**src/rtl/clock_set_ctrl.sv**
```systemverilog
// Clock time-set controller: debounced mode/inc buttons, a RUN/SET_HR/SET_MIN
// state machine, inc auto-repeat, carry forwarding in RUN and a field blink.
module clock_set_ctrl #(
  parameter int unsigned DEB_N     = 4,
  parameter int unsigned RPT_FIRST = 16,
  parameter int unsigned RPT_NEXT  = 4,
  parameter int unsigned BLINK_N   = 8
) (
  input  logic       clk,
  input  logic       clr,
  input  logic       btn_mode,
  input  logic       btn_inc,
  input  logic       sec_carry,
  input  logic       min_carry,
  output logic       min_inc,
  output logic       hour_inc,
  output logic       sec_clr,
  output logic [1:0] mode,
  output logic       blink
);

  localparam int unsigned DW      = $clog2(DEB_N + 1);
  localparam int unsigned RPT_MAX = (RPT_FIRST > RPT_NEXT) ? RPT_FIRST : RPT_NEXT;
  localparam int unsigned RW      = $clog2(RPT_MAX + 1);
  localparam int unsigned BW      = $clog2(BLINK_N + 1);

  typedef enum logic [1:0] {
    RUN     = 2'b00,
    SET_HR  = 2'b01,
    SET_MIN = 2'b10,
    BAD     = 2'b11
  } state_t;

  // index 0 = mode button, index 1 = inc button
  logic [1:0]    raw;
  logic [1:0]    s1, s2, deb, deb_d;
  logic [DW-1:0] dcnt [2];
  logic [1:0]    press;

  state_t        state, state_nxt;
  logic          min_inc_nxt, hour_inc_nxt, sec_clr_nxt;
  logic          state_chg;

  logic          armed, rpt_first_ph, rpt_evt;
  logic [RW-1:0] rcnt;
  logic [BW-1:0] bcnt;

  assign raw       = {btn_inc, btn_mode};
  assign press     = deb & ~deb_d;
  assign state_chg = (state_nxt != state);
  assign mode      = state;

  // Two-flop synchronizers followed by a stable-for-DEB_N-cycles debouncer
  always_ff @(posedge clk or posedge clr) begin
    if (clr) begin
      s1    <= '0;
      s2    <= '0;
      deb   <= '0;
      deb_d <= '0;
      for (int i = 0; i < 2; i++) dcnt[i] <= '0;
    end else begin
      s1    <= raw;
      s2    <= s1;
      deb_d <= deb;
      for (int i = 0; i < 2; i++) begin
        if (s2[i] == deb[i]) begin
          dcnt[i] <= '0;
        end else if (dcnt[i] == DW'(DEB_N - 1)) begin
          deb[i]  <= s2[i];
          dcnt[i] <= '0;
        end else begin
          dcnt[i] <= dcnt[i] + DW'(1);
        end
      end
    end
  end

  // Auto-repeat: armed by an inc press in a SET state, dropped on release or state change
  assign rpt_evt = armed & deb[1] &
                   (rcnt == (rpt_first_ph ? RW'(RPT_FIRST) : RW'(RPT_NEXT)));

  always_ff @(posedge clk or posedge clr) begin
    if (clr) begin
      armed        <= 1'b0;
      rpt_first_ph <= 1'b0;
      rcnt         <= '0;
    end else if (state_chg || !deb[1]) begin
      armed        <= 1'b0;
      rpt_first_ph <= 1'b0;
      rcnt         <= '0;
    end else if (press[1] && state != RUN) begin
      armed        <= 1'b1;
      rpt_first_ph <= 1'b1;
      rcnt         <= RW'(1);
    end else if (armed) begin
      if (rpt_evt) begin
        rcnt         <= RW'(1);
        rpt_first_ph <= 1'b0;
      end else begin
        rcnt <= rcnt + RW'(1);
      end
    end
  end

  // Next state and strobe decode; a mode press always wins over inc activity
  always_comb begin
    state_nxt    = state;
    min_inc_nxt  = 1'b0;
    hour_inc_nxt = 1'b0;
    sec_clr_nxt  = 1'b0;
    case (state)
      RUN: begin
        min_inc_nxt  = sec_carry;
        hour_inc_nxt = min_carry;
        if (press[0]) state_nxt = SET_HR;
      end
      SET_HR: begin
        if (press[0]) state_nxt = SET_MIN;
        else          hour_inc_nxt = press[1] | rpt_evt;
      end
      SET_MIN: begin
        if (press[0]) begin
          state_nxt   = RUN;
          sec_clr_nxt = 1'b1;
        end else begin
          min_inc_nxt = press[1] | rpt_evt;
        end
      end
      default: state_nxt = RUN;
    endcase
  end

  // State and strobe registers
  always_ff @(posedge clk or posedge clr) begin
    if (clr) begin
      state    <= RUN;
      min_inc  <= 1'b0;
      hour_inc <= 1'b0;
      sec_clr  <= 1'b0;
    end else begin
      state    <= state_nxt;
      min_inc  <= min_inc_nxt;
      hour_inc <= hour_inc_nxt;
      sec_clr  <= sec_clr_nxt;
    end
  end

  // Blink half-period timer, restarted on every state change and idle in RUN
  always_ff @(posedge clk or posedge clr) begin
    if (clr) begin
      bcnt  <= '0;
      blink <= 1'b0;
    end else if (state_chg || state == RUN) begin
      bcnt  <= '0;
      blink <= 1'b0;
    end else if (bcnt == BW'(BLINK_N - 1)) begin
      bcnt  <= '0;
      blink <= ~blink;
    end else begin
      bcnt <= bcnt + BW'(1);
    end
  end

endmodule

```
**config.mk**
```make
export PLATFORM = sky130hd
export DESIGN_NAME = clock_set_ctrl
export DESIGN_NICKNAME = d
export VERILOG_FILES = /design/src/rtl/clock_set_ctrl.sv
export SDC_FILE = /design/constraint.sdc
export NUM_CORES = 1
export LEC_CHECK = 0
export ABC_AREA = 1
export CORE_MARGIN = 1
export CORE_UTILIZATION = 50
export CTS_BUF_LIST = sky130_fd_sc_hd__clkbuf_8
export DETAILED_ROUTE_END_ITERATION = 10
export DONT_BUFFER_PORTS = 1
export PLACE_DENSITY_LB_ADDON = 0.2
export SLEW_MARGIN = 10
export SYNTH_ARGS = -nofsm -noshare
export SYNTH_HDL_FRONTEND = slang
export SYNTH_SLANG_ARGS = --single-unit
```
**constraint.sdc**
```tcl
create_clock -name clk -period 2.4 [get_ports clk]
set_input_delay 0.36 -clock clk [delete_from_list [all_inputs] [get_ports clk]]
set_output_delay 0.36 -clock clk [all_outputs]
set_load 0.03 [all_outputs]
```
# Word-level counts from Yosys, hierarchy flattened
# Index checks and enable logic that the tools add are counted.
dict set report totals {
  reg_bits 31
  latch_bits 0
  mem_bits_rw 0
  mem_bits_ro 0
  input_bits 6
  out_inout_bits 6
  elab_cells 78
  memories 0
}
dict set report op_classes {
  add_sub_neg 4
  multipliers 0
  div 0
  n_lt_le_gt_ge 0
  n_eq_ne 9
  n_shift 0
  muxes 28
  bitwise_logic 8
  reduce_logical 13
}
# operator n
set ops {}
lappend ops {{2-to-1 mux 5 bit} 5}
lappend ops {{2-to-1 mux 3 bit} 4}
lappend ops {{2-to-1 mux 1 bit} 11}
lappend ops {{2-to-1 mux 4 bit} 2}
lappend ops {{adder 3 x 1 -> 3 bit, second input constant} 2}
lappend ops {{== test 3 x 2 -> 1 bit, second input constant} 2}
lappend ops {{2-to-1 mux 2 bit} 3}
lappend ops {{one-hot mux 2 bit (3 select lines)} 1}
lappend ops {{AND reduction 2 bit} 3}
lappend ops {{nonzero test 2 bit} 3}
lappend ops {{nonzero test 3 bit} 2}
lappend ops {{adder 5 x 1 -> 5 bit, second input constant} 1}
lappend ops {{== test 5 bit} 1}
lappend ops {{adder 4 x 1 -> 4 bit, second input constant} 1}
lappend ops {{== test 4 x 3 -> 1 bit, second input constant} 1}
lappend ops {{one-hot mux 1 bit (2 select lines)} 2}
lappend ops {{inverter 1 bit} 3}
lappend ops {{bitwise AND 1 bit} 2}
lappend ops {{bitwise AND 2 bit} 1}
lappend ops {{== test 1 bit} 2}
lappend ops {{== test 2 x 1 -> 1 bit, second input constant} 1}
lappend ops {{== test 2 bit, second input constant} 1}
lappend ops {{logical NOT 2 bit} 1}
lappend ops {{logical OR 1 bit} 2}
lappend ops {{other kinds (5)} 5}

# Longest topological paths before layout
# Gate-level depths: netlist (run 1).
dict set report logic_depth {
  depth_word 8
  mapped_depth 9
  mapped_depth_nobuf 9
}

# Worst setup path after synthesis (run 1)
# No wires, ideal clock.
dict set report synth_path {
  path_type {register to register}
  startpoint {register state[0] (netlist: mode[0])}
  endpoint {register rcnt[3]}
  setup_time_ns 0.117
  arrival_ns 1.217
  t_required_ns 2.283
  slack_ns 1.066
  stages_incl_launch_ff 7
  n_path_buf 0
  period_less_slack_ns 1.334
  path_cell_list {dfrtp_1 -> nand2_2 -> nand3_2 -> nor2_4 -> nand2_4 -> a21oi_2 -> nor2_2}
}
dict set report synth_between {
  elab_chain_cells 5
  elab_cells_between_ends 14
  cone_classes {eq/ne (3); mux (6); reduce/logical (5)}
}
# element line
set synth_lines {}
lappend synth_lines {{from (decl)} 40} ;# state_t state, state_nxt;
lappend synth_lines {{from (signal assigned)} 141} ;# state <= state_nxt;
lappend synth_lines {{== test 2 bit (tied with other cells)} 111} ;# case (state)
lappend synth_lines {{one-hot mux 2 bit (3 select lines)} 111}
lappend synth_lines {{!= test 2 bit} 50} ;# assign state_chg = (state_nxt != state);
lappend synth_lines {{logical OR 1 bit} 87} ;# end else if (state_chg || !deb[1]) begin
lappend synth_lines {{nonzero test 3 bit (no source line) or 2-to-1 mux 5 bit (tied branches)} --}
lappend synth_lines {{to (signal assigned)} 100} ;# rcnt <= rcnt + RW'(1);
lappend synth_lines {{to (decl)} 45} ;# logic [RW-1:0] rcnt;
# Parallel ways exist; a longest one is shown, timed or not.
# A chain may end at the register's enable or synchronous reset.

# Final worst setup path (run 1)
# Ends and elaborated chain as after synthesis.

==> impl_metrics.env, run 1 <==
export IMPL_io_buffers=0
export IMPL_syn_inst=150
export IMPL_cts_sinks=31
export IMPL_io_pins=12
export IMPL_cts_resized=0
export IMPL_holdCritPathClass="primary input to asynchronous set/reset pin"
export IMPL_wl_per_cell_um=11.9
export IMPL_max_vdd_ir_drop_mv=0.713
export IMPL_antenna_found_initial=0
export IMPL_setup_tns_ns=0
export IMPL_mostFrequentLayoutCells="nand2_1, dfrtp_1, inv_1, nor2_1"
export IMPL_max_freq_ghz=0.704
export IMPL_clkSlewWorstSetupHoldPaths_ns=0.07
export IMPL_grt_total_usage_pct=17.9
export IMPL_initial_utilization_pct=55.1
export IMPL_leakage_nw=0.786
export IMPL_synth_avg_cell_area_sq_um=9.43
export IMPL_grt_remaining_overflow=0
export IMPL_root_buffer="clkbuf_8"
export IMPL_dr_pass1_iters=4
export IMPL_criticalPathCategory="flop to flop"
export IMPL_die_w_um=55.2
export IMPL_worst_pin_slew_ns=0.473
export IMPL_worstSkewPairLatency_ns=0.27
export IMPL_ant_nets=0
export IMPL_setup_worst_path_start_class="flop"
export IMPL_crit_fanout=6
export IMPL_drive_gt1_share_pct=17.1
export IMPL_holdBufCountCts=0
export IMPL_vias=931
export IMPL_die_h_um=55.2
export IMPL_arrival_ns=1.59
export IMPL_placed_cells=180
export IMPL_first_iter_violations=18
export IMPL_wl_um=2230
export IMPL_cts_tree="yes"
export IMPL_endpoint_kind="flop"
export IMPL_fin_nets=168
export IMPL_gp_congestion=0.876
export IMPL_setup_violations=0
export IMPL_yosysWarningCount=0
export IMPL_max_clock_path_buffers=2
export IMPL_r2r_end="rcnt[3]$_DFFE_PP0P_"
export IMPL_cts_setup_buffers=0
export IMPL_required_ns=2.57
export IMPL_slowest_stage="dfrtp_1"
export IMPL_synth_nets=161
export IMPL_grt_pass1_wl_um=3660
export IMPL_slew_headroom_pct=68.5
export IMPL_detailed_place_hpwl_um=1610
export IMPL_slew_viol_final=0
export IMPL_ys_ff_latch=31
export IMPL_drv_cap=0
export IMPL_synth_cell_area_sq_um=1410
export IMPL_ys_seq_area_share_pct=54.9
export IMPL_die_area_sq_um=3040
export IMPL_viasPerCell=4.95
export IMPL_cts_buffers_inserted=5
export IMPL_reg2regPathDepth=6
export IMPL_post_route_drc_count=0
export IMPL_area_growth_pct=9.91
export IMPL_ff2ff_setup_slack_ns=0.98
export IMPL_period_needed_ns=1.42
export IMPL_rr_startpoint="mode[0]$_DFF_PP0_"
export IMPL_grt_setup_unrepaired="false"
export IMPL_hold_violations=0
export IMPL_cp_cell_sequence="nand2_2 > nand3_2 > nor2_4 > nand2_4 > a21oi_2 > nor2_2"
export IMPL_grt_pass1_vias=863
export IMPL_slowest_delay_ns=0.55
export IMPL_stdcell_count=188
export IMPL_htreeDepth=2
export IMPL_timing_final_crit_share_pct=59.2
export IMPL_nFillCells=215
export IMPL_n_antenna_cell=0
export IMPL_finClkSkew_ns=0.00843
export IMPL_fp_row_count=18
export IMPL_power_density_nw_per_um2=1170
export IMPL_crit_start="mode[0]$_DFF_PP0_"
export IMPL_grt_max_degree=32
export IMPL_synth_cell_types=25
export IMPL_endpoint="rcnt[3]$_DFFE_PP0P_"
export IMPL_outcome="completed"
export IMPL_coreArea_sq_um=2570
==> through the flow <==
stage	util, %	hold slack [ns]	area (sq um)	worst slack [ns]	total power [mW]
finish	60.5	0.0431	1550	0.980	1.82
global route	60.5	0.0915	1550	0.893	1.95
CTS	60.5	0.0524	1550	0.971	1.83
detailed placement	56.6	0.344	1450	0.968	1.40
global placement	56.6	0.340	1450	1.02	1.37
floorplan	-	0.331	1410	1.07	1.29
==> area by class of cell <==
cell class	count	area (sq um)	area share, %
clock buffer	7	96.3	6.20
clock inverter	1	3.75	0.242
inverter	25	93.8	6.04
multi-input combinational	93	539	34.7
sequential	31	776	49.9
tap	30	37.5	2.42
timing repair buffer	1	7.51	0.483
==> sequential cells by signal, indices dropped and copies added, names as in the netlist, 2 cells and up <==
signal,count
s2,2
deb_d,2
bcnt,4
dcnt,6
deb,2
rcnt,5
s1,2
mode,2
==> critical path: cells and delay by family (launching register included) <==
family | cells | cell delay, ns
compound gates | 1 | 0.14
flops | 1 | 0.55
simple gates | 5 | 0.63
==> routing by layer <==
layer  part of all wire (%)  up-vias  track usage (%)
met1                     48      426             20.6
met5                      0        -                0
met4                    1.2        0             5.00
li1                       -      483                -
met3                    4.3        4             6.83
met2                     47       18             30.9
==> report_power, final <==
| part | internal [mW] | switching, mW | total (mW) |
|---|---|---|---|
| sequential | 0.655 | 0.190 | 0.845 |
| clock | 0.257 | 0.177 | 0.434 |
| combinational | 0.193 | 0.343 | 0.537 |
| total | 1.11 | 0.711 | 1.82 |
==> worst min-delay path by stage <==
stage                                to       startpoint
floorplan               s2[0]$_DFF_PP0_  s1[0]$_DFF_PP0_
global placement        s2[0]$_DFF_PP0_  s1[0]$_DFF_PP0_
detailed placement      s2[0]$_DFF_PP0_  s1[0]$_DFF_PP0_
CTS                 rcnt[3]$_DFFE_PP0P_              clr
global route          armed$_DFFE_PP0P_              clr
finish                armed$_DFFE_PP0P_              clr
==> synthesized netlist by cell type (all sizes together) <==
cell / instances / area (sq um)
nand2: 36 / 153
dfrtp: 31 / 776
inv: 25 / 93.8
nor2: 17 / 93.8
nand3: 10 / 65.1
o21ai: 8 / 47.5
ha: 5 / 62.6
nor3: 5 / 25.0
nand4: 3 / 18.8
a21oi: 2 / 13.8
xnor2: 2 / 17.5
xor2: 2 / 17.5
a21boi: 1 / 11.3
buf: 1 / 5.00
nor3b: 1 / 7.51
o22ai: 1 / 6.26
==> cell families (layout without fill, tap and decap cells) <==
group | after synthesis | count (layout) | synth area share [%]
adder cells (fa/ha/maj) | 5 | 5 | 4.42
AND/OR/NAND/NOR | 72 | 72 | 25.7
buffers and inverters | 26 | 34 | 6.99
XOR/XNOR | 4 | 4 | 2.48
AO/OA/AOI/OAI | 12 | 12 | 5.57
flip-flops | 31 | 31 | 54.9
(Power assumes the default switching activity.)
==> run 2, diff against run 1 <==
==> constraint.sdc (replaced) <==
create_clock -name clk -period 1.3 [get_ports clk]
set_input_delay 0.195 -clock clk [delete_from_list [all_inputs] [get_ports clk]]
set_output_delay 0.195 -clock clk [all_outputs]
set_load 0.03 [all_outputs]
==> impl_metrics.env, run 2 (same netlist as run 1, synthesis figures left out) <==
export IMPL_slowest_delay_ns=0.40
export IMPL_fin_area_sq_um=1770
export IMPL_grt_setup_unrepaired="true"
export IMPL_intPower_mw=2.40
export IMPL_power_density_nw_per_um2=2180
export IMPL_endpoint_kind="flop"
export IMPL_antenna_found_initial=0
export IMPL_outcome="completed"
export IMPL_pwr_share_seq_pct=38.9
export IMPL_area_growth_pct=24.9
export IMPL_leakage_nw=0.873
export IMPL_grt_max_degree=32
export IMPL_largest_reg_flops=6
export IMPL_arrival_ns=1.42
export IMPL_whs_path_depth=2
export IMPL_slew_headroom_pct=75.0
export IMPL_grt_pass1_vias=968
export IMPL_p_switching_mw=1.46
export IMPL_worstSkewPairLatency_ns=0.28
export IMPL_n_antenna_cell=0
export IMPL_root_buffer="clkbuf_8"
export IMPL_cts_sinks=31
export IMPL_dr_pass1_iters=4
export IMPL_hold_violations=0
export IMPL_fp_row_count=18
export IMPL_htreeDepth=2
export IMPL_p_comb_share_pct=36.2
export IMPL_top_register="dcnt"
export IMPL_required_ns=1.47
export IMPL_die_area_sq_um=3040
export IMPL_wl_um=2430
export IMPL_mostFrequentLayoutCells="nand2_1, dfrtp_1, inv_1, buf_4, nor2_1"
export IMPL_final_common_cell="nand2_1"
export IMPL_gp_congestion=0.849
export IMPL_cp_cell_sequence="buf_4 > ha_4 > nand3_1 > nand2_1 > nand2_1 > inv_1 > nand2_1 > nor2_1 > nand3_1 > nand2_1"
export IMPL_first_iter_violations=16
export IMPL_slew_viol_final=0
export IMPL_finClkSkew_ns=0.00578
export IMPL_switching_share_pct=37.7
export IMPL_vias=1006
export IMPL_max_clock_path_buffers=2
export IMPL_timing_final_crit_share_pct=95.9
export IMPL_crit_path_frequent_cell="nand2_1"
export IMPL_post_dp_cell_area_sq_um=1510
export IMPL_io_buffers=0
export IMPL_ff2ff_setup_slack_ns=0.05
export IMPL_holdCritPathClass="primary input to flop"
export IMPL_p_clk_share_pct=24.9
export IMPL_reg2regPathDepth=10
export IMPL_cts_buffers_inserted=5
export IMPL_initial_utilization_pct=55.1
export IMPL_max_freq_ghz=0.802
export IMPL_wl_per_cell_um=12.0
export IMPL_placed_cells=187
export IMPL_detailed_place_hpwl_um=1630
export IMPL_worst_pin_slew_ns=0.375
export IMPL_ant_nets=0
export IMPL_rr_startpoint="rcnt[0]$_DFFE_PP0P_"
export IMPL_post_route_drc_count=0
export IMPL_drive_gt1_share_pct=31.2
export IMPL_grt_remaining_overflow=0
export IMPL_drv_cap=0
export IMPL_io_pins=12
export IMPL_crit_fanout=3
export IMPL_grt_pass1_wl_um=4040
export IMPL_fin_nets=183
export IMPL_max_vdd_ir_drop_mv=1.45
export IMPL_clkSlewWorstSetupHoldPaths_ns=0.06
export IMPL_viasPerCell=4.96
export IMPL_setup_worst_path_start_class="flop"
export IMPL_endpoint="rcnt[4]$_DFFE_PP0P_"
export IMPL_die_w_um=55.2
export IMPL_nFillCells=185
export IMPL_cts_tree="yes"
export IMPL_stdcell_count=203
export IMPL_slowest_stage="dfrtp_1"
export IMPL_crit_start="rcnt[0]$_DFFE_PP0P_"
export IMPL_grt_total_usage_pct=20.2
export IMPL_die_h_um=55.2
export IMPL_period_needed_ns=1.25
export IMPL_coreArea_sq_um=2570
export IMPL_setup_violations=0
export IMPL_criticalPathCategory="flop to flop"
export IMPL_top_regs="dcnt (6), rcnt (5), bcnt (4)"
export IMPL_r2r_end="rcnt[4]$_DFFE_PP0P_"
-- run 2: changes by cell type in the layout (fill, tap and decap cells not counted), sizes merged --
cell and delta:
buf +12, bufinv +1, inv -1, dlygate4sd3 +3
clkbuf -1, clkinv +1
-- run 2: worst max-delay path, delay by kind of cell (launching register included) --
kind | cells | cell delay [ns]
adders and majority gates | 1 | 0.17
buffers and inverters | 2 | 0.20
DFF | 1 | 0.40
and+or+nand+nor | 7 | 0.40
-- run 2: power by group through the flow --
stage	logic, mW	clock network [mW]	registers [mW]
2_1_floorplan	0.842	0	1.54
3_3_place_gp	1.19	0	1.47
3_5_place_dp	1.23	0	1.50
4_1_cts	1.30	0.984	1.47
5_1_grt	1.59	1.02	1.55
6_report	1.40	0.961	1.50
-- run 2: worst min-delay path by stage --
stage                               to       from
finish               min_inc$_DFF_PP0_  sec_carry
global route         min_inc$_DFF_PP0_  sec_carry
CTS                 hour_inc$_DFF_PP0_  min_carry
detailed placement     s1[0]$_DFF_PP0_        clr
global placement       s1[0]$_DFF_PP0_        clr
floorplan              s1[0]$_DFF_PP0_   btn_mode
-- run 2: stage by stage --
step / setup slack [ns] / power, mW / TNS [ns] / hold WS, ns / util, %
floorplan: 0.0473 / 2.38 / 0 / 0.226 / -
global placement: 0.0450 / 2.66 / 0 / 0.181 / 58.8
detailed placement: -0.0334 / 2.73 / -0.124 / 0.186 / 58.8
CTS: 0.00136 / 3.76 / 0 / 0.0268 / 66.7
global route: -0.0588 / 4.16 / -0.0964 / 0.0373 / 68.8
finish: 0.0536 / 3.86 / 0 / 0.0354 / 68.8
-- run 2: final cells by class --
| class | instances | area [sq um] | area share [%] |
|---|---|---|---|
| multi-input combinational | 93 | 608 | 34.4 |
| timing repair buffer | 16 | 128 | 7.23 |
| tap | 30 | 37.5 | 2.13 |
| inverter | 25 | 93.8 | 5.32 |
| clock buffer | 6 | 82.6 | 4.68 |
| clock inverter | 2 | 35.0 | 1.98 |
| sequential | 31 | 781 | 44.2 |
-- run 2: per-layer routing --
| metal | share of wire [%] | GRT usage (%) | vias to the layer above |
|---|---|---|---|
| li1 | - | - | 511 |
| met3 | 4.8 | 7.38 | 5 |
| met4 | 2.1 | 10.0 | 0 |
| met2 | 49 | 33.5 | 25 |
| met5 | 0 | 0 | - |
| met1 | 44 | 22.7 | 465 |
-- run 2: what timing repair did --
action,4_1_cts,5_1_grt
buffers inserted,4,1
gates cloned,0,0
endpoints found under the setup margin,5,7
hold buffers,3,0
hold endpoints to repair,33,0
gates resized for setup,8,10
pin swaps,6,11
==> run 3, diff against run 2 <==
--- a/config.mk
+++ b/config.mk
@@ -12,6 +12,7 @@
 export DETAILED_ROUTE_END_ITERATION = 10
 export DONT_BUFFER_PORTS = 1
 export PLACE_DENSITY_LB_ADDON = 0.2
+export SETUP_SLACK_MARGIN = 0.4
 export SLEW_MARGIN = 10
 export SYNTH_ARGS = -nofsm -noshare
 export SYNTH_HDL_FRONTEND = slang
==> impl_metrics.env, run 3 (same netlist as run 1, synthesis figures left out) <==
export IMPL_outcome="finished, violations left"
export IMPL_violations="negative setup slack"
export IMPL_timing_final_crit_share_pct=101
export IMPL_cts_sinks=31
export IMPL_io_buffers=0
export IMPL_worst_slack_ns=-0.00864
export IMPL_grt_max_degree=25
export IMPL_vias=1093
export IMPL_grt_pass1_vias=973
export IMPL_r2r_end="rcnt[1]$_DFFE_PP0P_"
export IMPL_required_ns=1.47
export IMPL_area_growth_pct=41.2
export IMPL_detailed_place_hpwl_um=1690
export IMPL_whs_path_depth=2
export IMPL_io_pins=12
export IMPL_leakage_nw=0.931
export IMPL_period_needed_ns=1.31
export IMPL_max_freq_ghz=0.764
export IMPL_nFillCells=157
export IMPL_slowest_stage="dfrtp_1"
export IMPL_seq_area_sq_um=783
export IMPL_slew_headroom_pct=77.4
export IMPL_gp_congestion=0.894
export IMPL_final_util_pct=77.8
export IMPL_root_buffer="clkbuf_8"
export IMPL_hold_end="hour_inc$_DFF_PP0_"
export IMPL_dr_pass1_iters=4
export IMPL_power_density_nw_per_um2=2240
export IMPL_antenna_found_initial=0
export IMPL_holdCritPathClass="primary input to flop"
export IMPL_ant_nets=0
export IMPL_slew_viol_final=0
export IMPL_worstSkewPairLatency_ns=0.28
export IMPL_multi_input_comb_area_sq_um=743
export IMPL_largest_reg_flops=6
export IMPL_initial_utilization_pct=55.1
export IMPL_viasPerCell=5.18
export IMPL_htreeDepth=2
export IMPL_cts_buffers_inserted=5
export IMPL_drive_gt1_share_pct=50.3
export IMPL_endpoint_kind="flop"
export IMPL_n_antenna_cell=0
export IMPL_final_common_cell="dfrtp_1"
export IMPL_wl_per_cell_um=13.8
export IMPL_fin_area_sq_um=2000
export IMPL_grt_setup_unrepaired="true"
export IMPL_post_dp_cell_area_sq_um=1570
export IMPL_drv_cap=0
export IMPL_mostFrequentLayoutCells="dfrtp_1, nand2_1, inv_1, buf_6, buf_4"
export IMPL_cts_tree="yes"
export IMPL_first_iter_violations=20
export IMPL_post_route_drc_count=0
export IMPL_top_register="dcnt"
export IMPL_die_h_um=55.2
export IMPL_max_vdd_ir_drop_mv=1.98
export IMPL_fp_row_count=18
export IMPL_finClkSkew_ns=0.0101
export IMPL_grt_total_usage_pct=20.4
export IMPL_die_area_sq_um=3040
export IMPL_max_clock_path_buffers=2
export IMPL_top_regs="dcnt (6), rcnt (5), bcnt (4)"
export IMPL_min_delay_start="min_carry"
export IMPL_rr_startpoint="rcnt[0]$_DFFE_PP0P_"
export IMPL_arrival_ns=1.48
export IMPL_wl_um=2920
export IMPL_clkSlewWorstSetupHoldPaths_ns=0.07
export IMPL_die_w_um=55.2
export IMPL_slowest_delay_ns=0.42
export IMPL_grt_pass1_wl_um=3970
export IMPL_setup_violations=1
export IMPL_ff2ff_setup_slack_ns=-0.009
export IMPL_dpl_worst_slack_ns=-0.00399
export IMPL_worst_pin_slew_ns=0.339
export IMPL_setup_worst_path_start_class="flop"
export IMPL_cp_cell_sequence="inv_2 > ha_4 > nand2_2 > nor2_2 > nand3_2 > nand2_2 > inv_2 > nand3_2 > o21ai_2"
export IMPL_hold_violations=0
export IMPL_cpLargestDelayFamily="simple AND/OR/NAND/NOR gates"
export IMPL_fin_nets=191
export IMPL_cp_num_buf_inv=2
export IMPL_grt_remaining_overflow=0
export IMPL_criticalPathCategory="flop to flop"
export IMPL_reg2regPathDepth=9
export IMPL_crit_fanout=5
export IMPL_coreArea_sq_um=2570
[run 3: report_power, final]
| part | internal, mW | switching, mW | leakage, nW |
|---|---|---|---|
| Clock | 0.365 | 0.348 | 0.0453 |
| Sequential | 1.23 | 0.295 | 0.396 |
| Combinational | 1.06 | 1.17 | 0.489 |
| Total | 2.66 | 1.82 | 0.931 |
[run 3: cell type report]
class | instances | area share [%]
Sequential cell | 31 | 39.2
Multi-Input combinational cell | 93 | 37.2
Timing Repair Buffer | 24 | 12.5
Inverter | 25 | 4.95
Clock buffer | 5 | 3.45
Tap cell | 30 | 1.88
Clock inverter | 3 | 0.815
[run 3: repair_timing]
| action | in CTS | in global routing |
|---|---|---|
| buffers inserted | 7 | 3 |
| pin swaps | 12 | 19 |
| hold buffers | 3 | 0 |
| hold endpoints to repair | 9 | 0 |
| gates resized for setup | 22 | 43 |
| endpoints found under the setup margin | 30 | 31 |
[run 3: worst max path at each step]
stage / cells past startpoint / endpoint / startpoint
final: 9 / rcnt[1]$_DFFE_PP0P_ / rcnt[0]$_DFFE_PP0P_
after detailed placement: 9 / rcnt[1]$_DFFE_PP0P_ / rcnt[0]$_DFFE_PP0P_
after CTS: 9 / rcnt[4]$_DFFE_PP0P_ / rcnt[0]$_DFFE_PP0P_
after global placement: 9 / rcnt[1]$_DFFE_PP0P_ / rcnt[1]$_DFFE_PP0P_
after floorplan: 6 / rcnt[3]$_DFFE_PP0P_ / mode[1]$_DFF_PP0_
after global routing: 9 / rcnt[4]$_DFFE_PP0P_ / rcnt[0]$_DFFE_PP0P_
[run 3: routing by layer]
metal	part of all wire [%]	vias to the layer above	track usage (%)
li1	-	526	-
met1	42	541	21.3
met2	53	20	33.7
met3	3.0	6	7.65
met4	2.3	0	13.8
met5	0	-	0
[run 3: worst register-to-register path, stage by stage (launching register included)]
cell and delay [ns]:
dfrtp_1 0.42, inv_2 0.10, ha_4 0.13, nand2_2 0.05
nor2_2 0.08, nand3_2 0.14, nand2_2 0.13, inv_2 0.05
nand3_2 0.06, o21ai_2 0.05
[run 3: per-stage QoR]
| stage | setup TNS (ns) | std cells | hold slack [ns] | total power, mW |
|---|---|---|---|---|
| floorplan | 0 | 150 | 0.226 | 2.43 |
| global placement | 0 | 190 | 0.0557 | 2.80 |
| detailed placement | -0.00399 | 190 | 0.0643 | 2.87 |
| CTS | 0 | 208 | 0.0284 | 3.93 |
| global route | -0.423 | 211 | 0.0406 | 4.75 |
| finish | -0.00864 | 211 | 0.0510 | 4.47 |
